$ cat config.mk
export PLATFORM = sky130hd
export DESIGN_NAME = fft_reorder_buffer_flat
export DESIGN_NICKNAME = d
export VERILOG_FILES = /design/src/rtl/fft_pkg.sv /design/src/rtl/fft_reorder_buffer_if.sv /design/src/rtl/reorder_ram.sv /design/src/rtl/fft_reorder_buffer.sv /design/src/flat_wrapper.sv
export SDC_FILE = /design/constraint.sdc
export NUM_CORES = 2
export LEC_CHECK = 0
export ABC_AREA = 1
export BUFFER_PORTS_ARGS = -buffer_cell sky130_fd_sc_hd__buf_2
export CAP_MARGIN = 40
export CORE_MARGIN = 4
export CORE_UTILIZATION = 50
export DETAILED_ROUTE_END_ITERATION = 10
export PLACE_DENSITY_LB_ADDON = 0.2
export SKIP_CTS_REPAIR_TIMING = 1
export SYNTH_ARGS = -nofsm -noshare
export SYNTH_HDL_FRONTEND = slang
export SYNTH_SLANG_ARGS = --single-unit
$ cat constraint.sdc
create_clock -name clock -period 3.7 [get_ports clock]
set_input_delay 0.555 -clock clock [delete_from_list [all_inputs] [get_ports clock]]
set_output_delay 0.555 -clock clock [all_outputs]
set_load 0.01 [all_outputs]
$ cat src/rtl/fft_pkg.sv
// Shared FFT package: default sample width, log2 for sizing and bit reversal of bin indices.
package fft_pkg;

  localparam int unsigned FftWidth = 16;
  // Widest bin index supported (N up to 4096)
  localparam int unsigned MaxLog2  = 12;

  typedef logic [MaxLog2-1:0] fft_idx_t;

  function automatic int unsigned log2(input int unsigned n);
    int unsigned r;
    r = 0;
    while ((32'd1 << r) < n) r++;
    return r;
  endfunction

  // Reverses the low w bits of x; bits at and above w come back as zero.
  function automatic fft_idx_t bitrev(input fft_idx_t x, input int unsigned w);
    fft_idx_t r;
    r = {<<{x}};
    return r >> (MaxLog2 - w);
  endfunction

endpackage

$ cat src/rtl/fft_reorder_buffer_if.sv
// Streaming sample bus into and out of the reorder buffer.
// odata_idx exists only when REORDER_INDEX_EN is defined.
interface fft_reorder_buffer_if
  import fft_pkg::*;
#(
  parameter int unsigned N     = 64,
  parameter int unsigned WIDTH = FftWidth
);
  localparam int unsigned IdxW = log2(N);

  logic             idata_en;
  logic [WIDTH-1:0] idata_r;
  logic [WIDTH-1:0] idata_i;
  logic             odata_en;
  logic [WIDTH-1:0] odata_r;
  logic [WIDTH-1:0] odata_i;

`ifdef REORDER_INDEX_EN
  logic [IdxW-1:0]  odata_idx;

  modport master (
    output idata_en, idata_r, idata_i,
    input  odata_en, odata_r, odata_i, odata_idx
  );

  modport slave (
    input  idata_en, idata_r, idata_i,
    output odata_en, odata_r, odata_i, odata_idx
  );
`else
  modport master (
    output idata_en, idata_r, idata_i,
    input  odata_en, odata_r, odata_i
  );

  modport slave (
    input  idata_en, idata_r, idata_i,
    output odata_en, odata_r, odata_i
  );
`endif

endinterface

$ cat src/rtl/reorder_ram.sv
// Simple dual-port memory with one write port and a registered read port.
// Deliberately unreset so it maps onto block RAM.
module reorder_ram #(
  parameter int unsigned AW = 7,
  parameter int unsigned DW = 32
) (
  input  logic          clk_i,
  input  logic          we_i,
  input  logic [AW-1:0] waddr_i,
  input  logic [DW-1:0] wdata_i,
  input  logic [AW-1:0] raddr_i,
  output logic [DW-1:0] rdata_o
);

  logic [DW-1:0] mem_q [0:(2**AW)-1];
  logic [DW-1:0] rdata_q;

  always_ff @(posedge clk_i) begin
    if (we_i) begin
      mem_q[waddr_i] <= wdata_i;
    end
    rdata_q <= mem_q[raddr_i];
  end

  assign rdata_o = rdata_q;

endmodule

$ cat src/rtl/fft_reorder_buffer.sv
// Ping-pong reorder stage: bit-reversed frames in, natural-order frames out, no gaps.
// Define REORDER_INDEX_EN to add the odata_idx output and its alignment pipeline.
module fft_reorder_buffer
  import fft_pkg::*;
#(
  parameter int unsigned N     = 64,
  parameter int unsigned WIDTH = FftWidth
) (
  input logic                 clock,
  input logic                 reset,
  fft_reorder_buffer_if.slave bus
);

  localparam int unsigned AW = log2(N);
  localparam logic [AW-1:0] LastIdx = AW'(N - 1);

  localparam logic [0:0] StIdle = 1'b0;
  localparam logic [0:0] StRead = 1'b1;

  logic [AW-1:0]      wr_count_q, wr_count_d;
  logic               wr_bank_q, wr_bank_d;
  logic               rd_start_q, rd_start_d;
  logic [AW-1:0]      wr_idx;
  logic [0:0]         state_q, state_d;
  logic [AW-1:0]      rd_count_q, rd_count_d;
  logic               rd_bank_q, rd_bank_d;
  logic               rd_valid_q;
  logic [2*WIDTH-1:0] rd_data;
  logic               odata_en_q;
  logic [WIDTH-1:0]   odata_r_q, odata_i_q;

  // Write side: a drop of idata_en abandons the partial frame in place.
  always_comb begin
    wr_count_d = '0;
    wr_bank_d  = wr_bank_q;
    rd_start_d = 1'b0;
    if (bus.idata_en) begin
      wr_count_d = wr_count_q + AW'(1);
      if (wr_count_q == LastIdx) begin
        wr_bank_d  = ~wr_bank_q;
        rd_start_d = 1'b1;
      end
    end
  end

  assign wr_idx = AW'(bitrev(fft_idx_t'(wr_count_q), AW));

  always_comb begin
    state_d    = state_q;
    rd_count_d = rd_count_q;
    rd_bank_d  = rd_bank_q;
    case (state_q)
      StIdle: begin
        rd_count_d = '0;
        if (rd_start_q) begin
          state_d   = StRead;
          rd_bank_d = ~wr_bank_q;
        end
      end
      StRead: begin
        if (rd_count_q == LastIdx) begin
          rd_count_d = '0;
          // A frame finishing exactly now chains straight into the next read
          if (rd_start_q) begin
            rd_bank_d = ~wr_bank_q;
          end else begin
            state_d = StIdle;
          end
        end else begin
          rd_count_d = rd_count_q + AW'(1);
        end
      end
      default: state_d = StIdle;
    endcase
  end

  always_ff @(posedge clock or negedge reset) begin
    if (!reset) begin
      wr_count_q <= '0;
      wr_bank_q  <= 1'b0;
      rd_start_q <= 1'b0;
      state_q    <= StIdle;
      rd_count_q <= '0;
      rd_bank_q  <= 1'b0;
      rd_valid_q <= 1'b0;
      odata_en_q <= 1'b0;
      odata_r_q  <= '0;
      odata_i_q  <= '0;
    end else begin
      wr_count_q <= wr_count_d;
      wr_bank_q  <= wr_bank_d;
      rd_start_q <= rd_start_d;
      state_q    <= state_d;
      rd_count_q <= rd_count_d;
      rd_bank_q  <= rd_bank_d;
      rd_valid_q <= (state_q == StRead);
      odata_en_q <= rd_valid_q;
      odata_r_q  <= rd_valid_q ? rd_data[2*WIDTH-1:WIDTH] : '0;
      odata_i_q  <= rd_valid_q ? rd_data[WIDTH-1:0] : '0;
    end
  end

  reorder_ram #(
    .AW (AW + 1),
    .DW (2 * WIDTH)
  ) u_ram (
    .clk_i   (clock),
    .we_i    (bus.idata_en),
    .waddr_i ({wr_bank_q, wr_idx}),
    .wdata_i ({bus.idata_r, bus.idata_i}),
    .raddr_i ({rd_bank_q, rd_count_q}),
    .rdata_o (rd_data)
  );

  assign bus.odata_en = odata_en_q;
  assign bus.odata_r  = odata_r_q;
  assign bus.odata_i  = odata_i_q;

`ifdef REORDER_INDEX_EN
  logic [AW-1:0] rd_idx_q, odata_idx_q;

  // Index rides alongside the RAM read latency so it lines up with odata_r
  always_ff @(posedge clock or negedge reset) begin
    if (!reset) begin
      rd_idx_q    <= '0;
      odata_idx_q <= '0;
    end else begin
      rd_idx_q    <= rd_count_q;
      odata_idx_q <= rd_valid_q ? rd_idx_q : '0;
    end
  end

  assign bus.odata_idx = odata_idx_q;
`endif

endmodule

$ cat src/flat_wrapper.sv
// flat-port wrapper written by rule: the top's interface ports become plain ports
module fft_reorder_buffer_flat import fft_pkg::*;
#(
  parameter int unsigned N     = 64,
  parameter int unsigned WIDTH = FftWidth
)
  (clock, reset, bus_idata_en, bus_idata_r, bus_idata_i, bus_odata_en, bus_odata_r, bus_odata_i);
  fft_reorder_buffer_if #(.N(N), .WIDTH(WIDTH)) bus_i ();
  input logic clock;
  input logic reset;
  input wire logic [$bits(bus_i.idata_en)-1:0] bus_idata_en;
  input wire logic [$bits(bus_i.idata_r)-1:0] bus_idata_r;
  input wire logic [$bits(bus_i.idata_i)-1:0] bus_idata_i;
  output wire logic [$bits(bus_i.odata_en)-1:0] bus_odata_en;
  output wire logic [$bits(bus_i.odata_r)-1:0] bus_odata_r;
  output wire logic [$bits(bus_i.odata_i)-1:0] bus_odata_i;
  assign bus_i.idata_en = bus_idata_en;
  assign bus_i.idata_r = bus_idata_r;
  assign bus_i.idata_i = bus_idata_i;
  assign bus_odata_en = bus_i.odata_en;
  assign bus_odata_r = bus_i.odata_r;
  assign bus_odata_i = bus_i.odata_i;
  fft_reorder_buffer #(.N(N), .WIDTH(WIDTH)) u_core (.clock(clock), .reset(reset), .bus(bus_i));
endmodule
# Yosys cells after proc, flatten, opt, wreduce, memory -nomap -nowiden

Memories as Yosys holds them, arrays and structs flattened. A register that Yosys moved wholly into a read port is not among the register bits.
Cells that the tools add are included.
W data, S select, Z words.

Flip-flop bits (word level): 50
Memory bits (writable): 4096
Input port bits: 35
Output and inout bits: 33
Word-level logic and storage cells: 34
Memories kept: 1

Memory list:

| memory             | words | width | rd ports | clocked after memory_dff | wr ports | line              | source |
|---|---|---|---|---|---|---|---|
| u_core.u_ram.mem_q | 128   | 32    | 1        | 1                        | 1        | reorder_ram.sv:15 | `logic [DW-1:0] mem_q [0:(2**AW)-1];` |

Add/subtract/negate cells: 2
Eq/ne operators: 3
Multiplexer cells: 15
Bitwise operators: 2
Reductions and logical operators: 1

Operators by type and width:

| cell                  | count |
|---|---|
| $mux W16              | 2 |
| $add A6 B1 Y6 const B | 2 |
| $eq A6 B6 Y1 const B  | 2 |
| $mux W6               | 2 |
| $pmux W6 S2           | 1 |
| $mux W1               | 8 |
| $pmux W1 S2           | 2 |
| $ne A2 B2 Y1 const B  | 1 |
| $not A1 Y1            | 2 |
| $reduce_and A2 Y1     | 1 |

# Depth between registers and ports, before layout

Word-level depth: 4
Gate-level depth with buffers: 14
Mapped depth without buffers: 11

# Hierarchy

From an unflattened synthesis, not the netlist that was laid out.

Cells, all modules: 13564
Area, all modules: 166433.4 um^2

Modules (own cells, without submodules):

| module             | times used | cells each | area each (um^2) | sequential area each (um^2) |
|---|---|---|---|---|
| reorder_ram        | 1          | 13389      | 164634.1         | 123638.6 |
| fft_reorder_buffer | 1          | 175        | 1799.2           | 1251.2 |

# Least setup slack after synthesis

OpenSTA, ideal clock, no wires.

Path kind: input -> register
From: input port bus_idata_en
To: memory u_core.u_ram.mem_q[109][0], enable pin
Library setup time: 0.421 ns
Arrival time: 2.740 ns
Data required time: 3.279 ns
Slack: 0.538 ns
Stages: 5
Path buffers: 3
Path through: clkbuf_1 clkbuf_1 nand2_1 clkbuf_1 nor2_1

Word-level cells in the longest chain between the ends: 2

Ends and longest elaborated chain:

| what                          | line               | source |
|---|---|---|
| start: declaration            | flat_wrapper.sv:11 | `input wire logic [$bits(bus_i.idata_en)-1:0] bus_idata_en;` |
| $mux W1                       | reorder_ram.sv:19  | `if (we_i) begin` |
| $mux W1 (not written as such) | reorder_ram.sv:20  | `mem_q[waddr_i] <= wdata_i;` |
| end: declaration              | reorder_ram.sv:15  |  |

Every way passes these cells.

==> results.yml <==
placement:
  port_buffers: 67
  hpwl_um: 281500
  gp_congestion: 0.8728
  place_worst_setup_slack_ns: -0.1712
  placed_area_um2: 175000
synth:
  synthCells: 13650
  syn_nets: 13687
  synth.distinct_cells: 28
  yosysWarnings: 0
  syn_area_per_cell_um2: 12.28
  synth.ff_latch_count: 4178
  ys_seq_area_frac: 0.7452
  synthesis.area_um2: 167600
critical_path:
  regToRegSetupSlack_ns: 0.03
  startpoint_type: "flop"
  critPathKind: "flop to flop"
  r2r_start: "u_core.rd_count_q[1]$_DFF_PN0_"
  cp.arrival_ns: 4.51
  r2r_cells: 10
  cp.required_ns: 4.54
  end_kind: "flop"
  worstPathMaxFanout: 80
  rr_endpoint: "u_core.u_ram.rdata_o[5]$_DFF_P_"
sta:
  tightest_slew_ns: 0.9961
  finClkSkew_ns: 0.05874
  rsz0062_at_grt: "no"
  setup_viol_count_final: 0
  slew_headroom: 0.3359
  fin_crit_ns: 3.669
  fmax_mhz: 272.6
  final_hold_viol_count: 0
  fin_crit_sh: 0.9915
  layout_setup_ws_ns: 0.03129
  finalMaxSlewViolations: 0
global_routing:
  grt_max_degree: 166
  busiest_layer: "met2"
  grtUsageMet1: 0.4104
  grt_pass1_wl_um: 737600
  antenna_found_initial: 31
  grtUsageTotal: 0.2909
  grt_util_met2: 0.4409
  gr-total-overflow: 0
  grt_pass1_vias: 105786
  grt.met3_usage: 0.05449
route:
  wirelength_um: 516700
  ant_nets: 0
  drc_errors: 0
  firstDrtPassIters: 7
  via_count: 112126
  wl_per_cell_um: 27.98
  vias_per_cell: 6.071
  drtIter0Drc: 15775
die:
  dieArea_um2: 344500
  die_w_um: 587.0
  fp.dieH_um: 587.0
  start_util: 0.5022
  io_pins: 68
  core_area_um2: 333700
  row_count: 212
cts:
  clk_pin_slew_worst_paths_ns: 0.06
  cts_tree: "yes"
  clock_path_buffers: 4
  cts_made_buffers: 419
  cts_htree_levels: 5
  cts_root_buf: "clkbuf_16"
  clk_latency_ns: 0.99
  clock-sinks: 4178
job:
  max-cap-violations: 0
final_layout:
  fillers: 26575
  final_cell_area_um2: 188500
  final_layout_size_suffix_gt1_frac: 0.09382
  nNetsFinal: 13762
  areaGrowthSynthToFinish_pct: 12.46
pwr:
  power_density_nw_per_um2: 503.9
  p_leak_nw: 65.71
  max-vdd-ir-drop_uv: 371.8
hold_path:
  hold_path_class: "primary input to async pin"
status:
  status: "complete, no violations"
[logic make-up (layout without fill, tap and decap cells)]
group                      after synthesis  count (layout)  synth area share
DFF                                   4178            4178            0.7452
buffers and inverters                 1038            1458           0.03544
xor gates and xnor gates                 1               1        0.00005227
and+or+nand+nor                       8394            8394            0.2179
AOI/OAI and AO/OA                       37              37          0.001314
adders and majority gates                2               2         0.0001493
other                                    0              13                 0
[critical path, cell delays in order (launching register included)]
cell,delay [ns]
dfrtp_4,0.68
clkinv_8,0.38
buf_12,0.34
buf_12,0.44
nand3_1,0.14
nand3_1,0.11
nand3_1,0.16
nand3_1,0.22
nand3_1,0.28
nand3_1,0.54
nand2_1,0.10
[stage by stage]
step	setup TNS, ns	utilization	power [W]	std cells	hold slack, ns
6_report	0	0.5648	0.09497	18470	0.06877
5_1_grt	0	0.5648	0.09739	18463	0.05827
4_1_cts	-0.4552	0.5642	0.09539	18445	-0.7058
3_5_place_dp	-0.3271	0.5244	0.05463	17679	0.3649
3_3_place_gp	-0.3031	0.5236	0.05455	17667	0.4274
2_1_floorplan	0	-	0.05327	13650	0.2594
[report_power, final]
part | internal, W | total, W | leakage [nW] | switching, W
Sequential | 0.0520 | 0.0521 | 37.8 | 0.0000762
Clock | 0.0234 | 0.0413 | 6.50 | 0.0179
Combinational | 0.000235 | 0.00153 | 21.4 | 0.00129
[worst max path at each step]
stage,startpoint,endpoint,slack (ns),cells past startpoint
4_1_cts,u_core.rd_count_q[0]$_DFF_PN0_,u_core.u_ram.rdata_o[11]$_DFF_P_,-0.21,11
5_1_grt,u_core.rd_count_q[1]$_DFF_PN0_,u_core.u_ram.rdata_o[1]$_DFF_P_,0.04,10
3_5_place_dp,u_core.rd_count_q[0]$_DFF_PN0_,u_core.u_ram.rdata_o[11]$_DFF_P_,-0.17,11
3_3_place_gp,u_core.rd_count_q[0]$_DFF_PN0_,u_core.u_ram.rdata_o[11]$_DFF_P_,-0.20,11
2_1_floorplan,bus_idata_en,u_core.u_ram.mem_q[109][0]$_DFFE_PP_,0.54,5
6_report,u_core.rd_count_q[1]$_DFF_PN0_,u_core.u_ram.rdata_o[5]$_DFF_P_,0.03,10
[sequential cells by signal (all words and copies together), names as in the netlist]
name	count
u_core.bus.odata_en	1
u_core.bus.odata_i	16
u_core.bus.odata_r	16
u_core.rd_bank_q	1
u_core.rd_count_q	6
u_core.rd_start_q	1
u_core.rd_valid_q	1
u_core.state_q	1
u_core.u_ram.mem_q	4096
u_core.u_ram.rdata_o	32
u_core.wr_bank_q	1
u_core.wr_count_q	6
[per-layer routing]
metal	wire length, um	vias to the layer above
met5	58	-
met3	56560	1009
li1	-	48821
met2	232600	6654
met4	26360	8
met1	201200	55634
[cell type report]
type | count | area [um2] | share of cell area
sequential | 4178 | 124900 | 0.6627
multi-input combinational | 8434 | 37780 | 0.2004
clock buffer | 533 | 11210 | 0.05947
timing repair buffer | 570 | 6464 | 0.03429
tap | 4387 | 5489 | 0.02912
clock inverter | 233 | 2076 | 0.01101
inverter | 121 | 513.0 | 0.002722
antenna | 13 | 32.53 | 0.0001726
timing repair inverter | 1 | 11.26 | 0.00005975
[Yosys cell counts]
cell type,instances,area (um2)
a211oi_1,1,7.510
a21oi_1,8,40.04
a31oi_1,2,12.51
buf_1,73,274.0
buf_12,1,20.02
buf_2,415,2077
buf_4,166,1246
buf_6,116,1306
buf_8,1,15.01
clkbuf_1,145,544.3
clkinv_1,1,3.750
dfrtp_1,50,1251
dfxtp_1,32,640.6
edfxtp_1,4096,123000
ha_1,2,25.02
inv_1,117,439.2
inv_2,2,7.510
inv_4,1,6.260
nand2_1,4245,15930
nand3_1,3965,19840
nor2_1,162,608.1
nor3_1,11,55.05
nor3b_1,1,7.510
o211ai_1,9,67.56
o21ai_0,16,80.08
o31ai_2,1,12.51
or2_2,10,62.56
xor2_1,1,8.760
[cell usage in the layout (no fill, tap or decap), types with 6 or more instances in the layout]
cell type,n
buf_2,35
nand3_1,3959
nor3_1,11
clkbuf_8,19
clkbuf_16,424
buf_12,172
nor2_1,34
dfrtp_1,44
clkinvlp_4,11
nand2_1,4237
o211ai_1,9
nand3_2,6
clkinv_1,87
or2_2,10
clkbuf_1,90
o21ai_0,16
nand2_2,8
bufinv_16,29
nor2_4,128
dfxtp_1,32
clkinv_8,8
inv_1,115
a21oi_1,8
clkinv_2,78
diode_2,13
edfxtp_1,4096
buf_4,352
inv_6,11
Note: power is estimated with default switching activity, not from simulation.
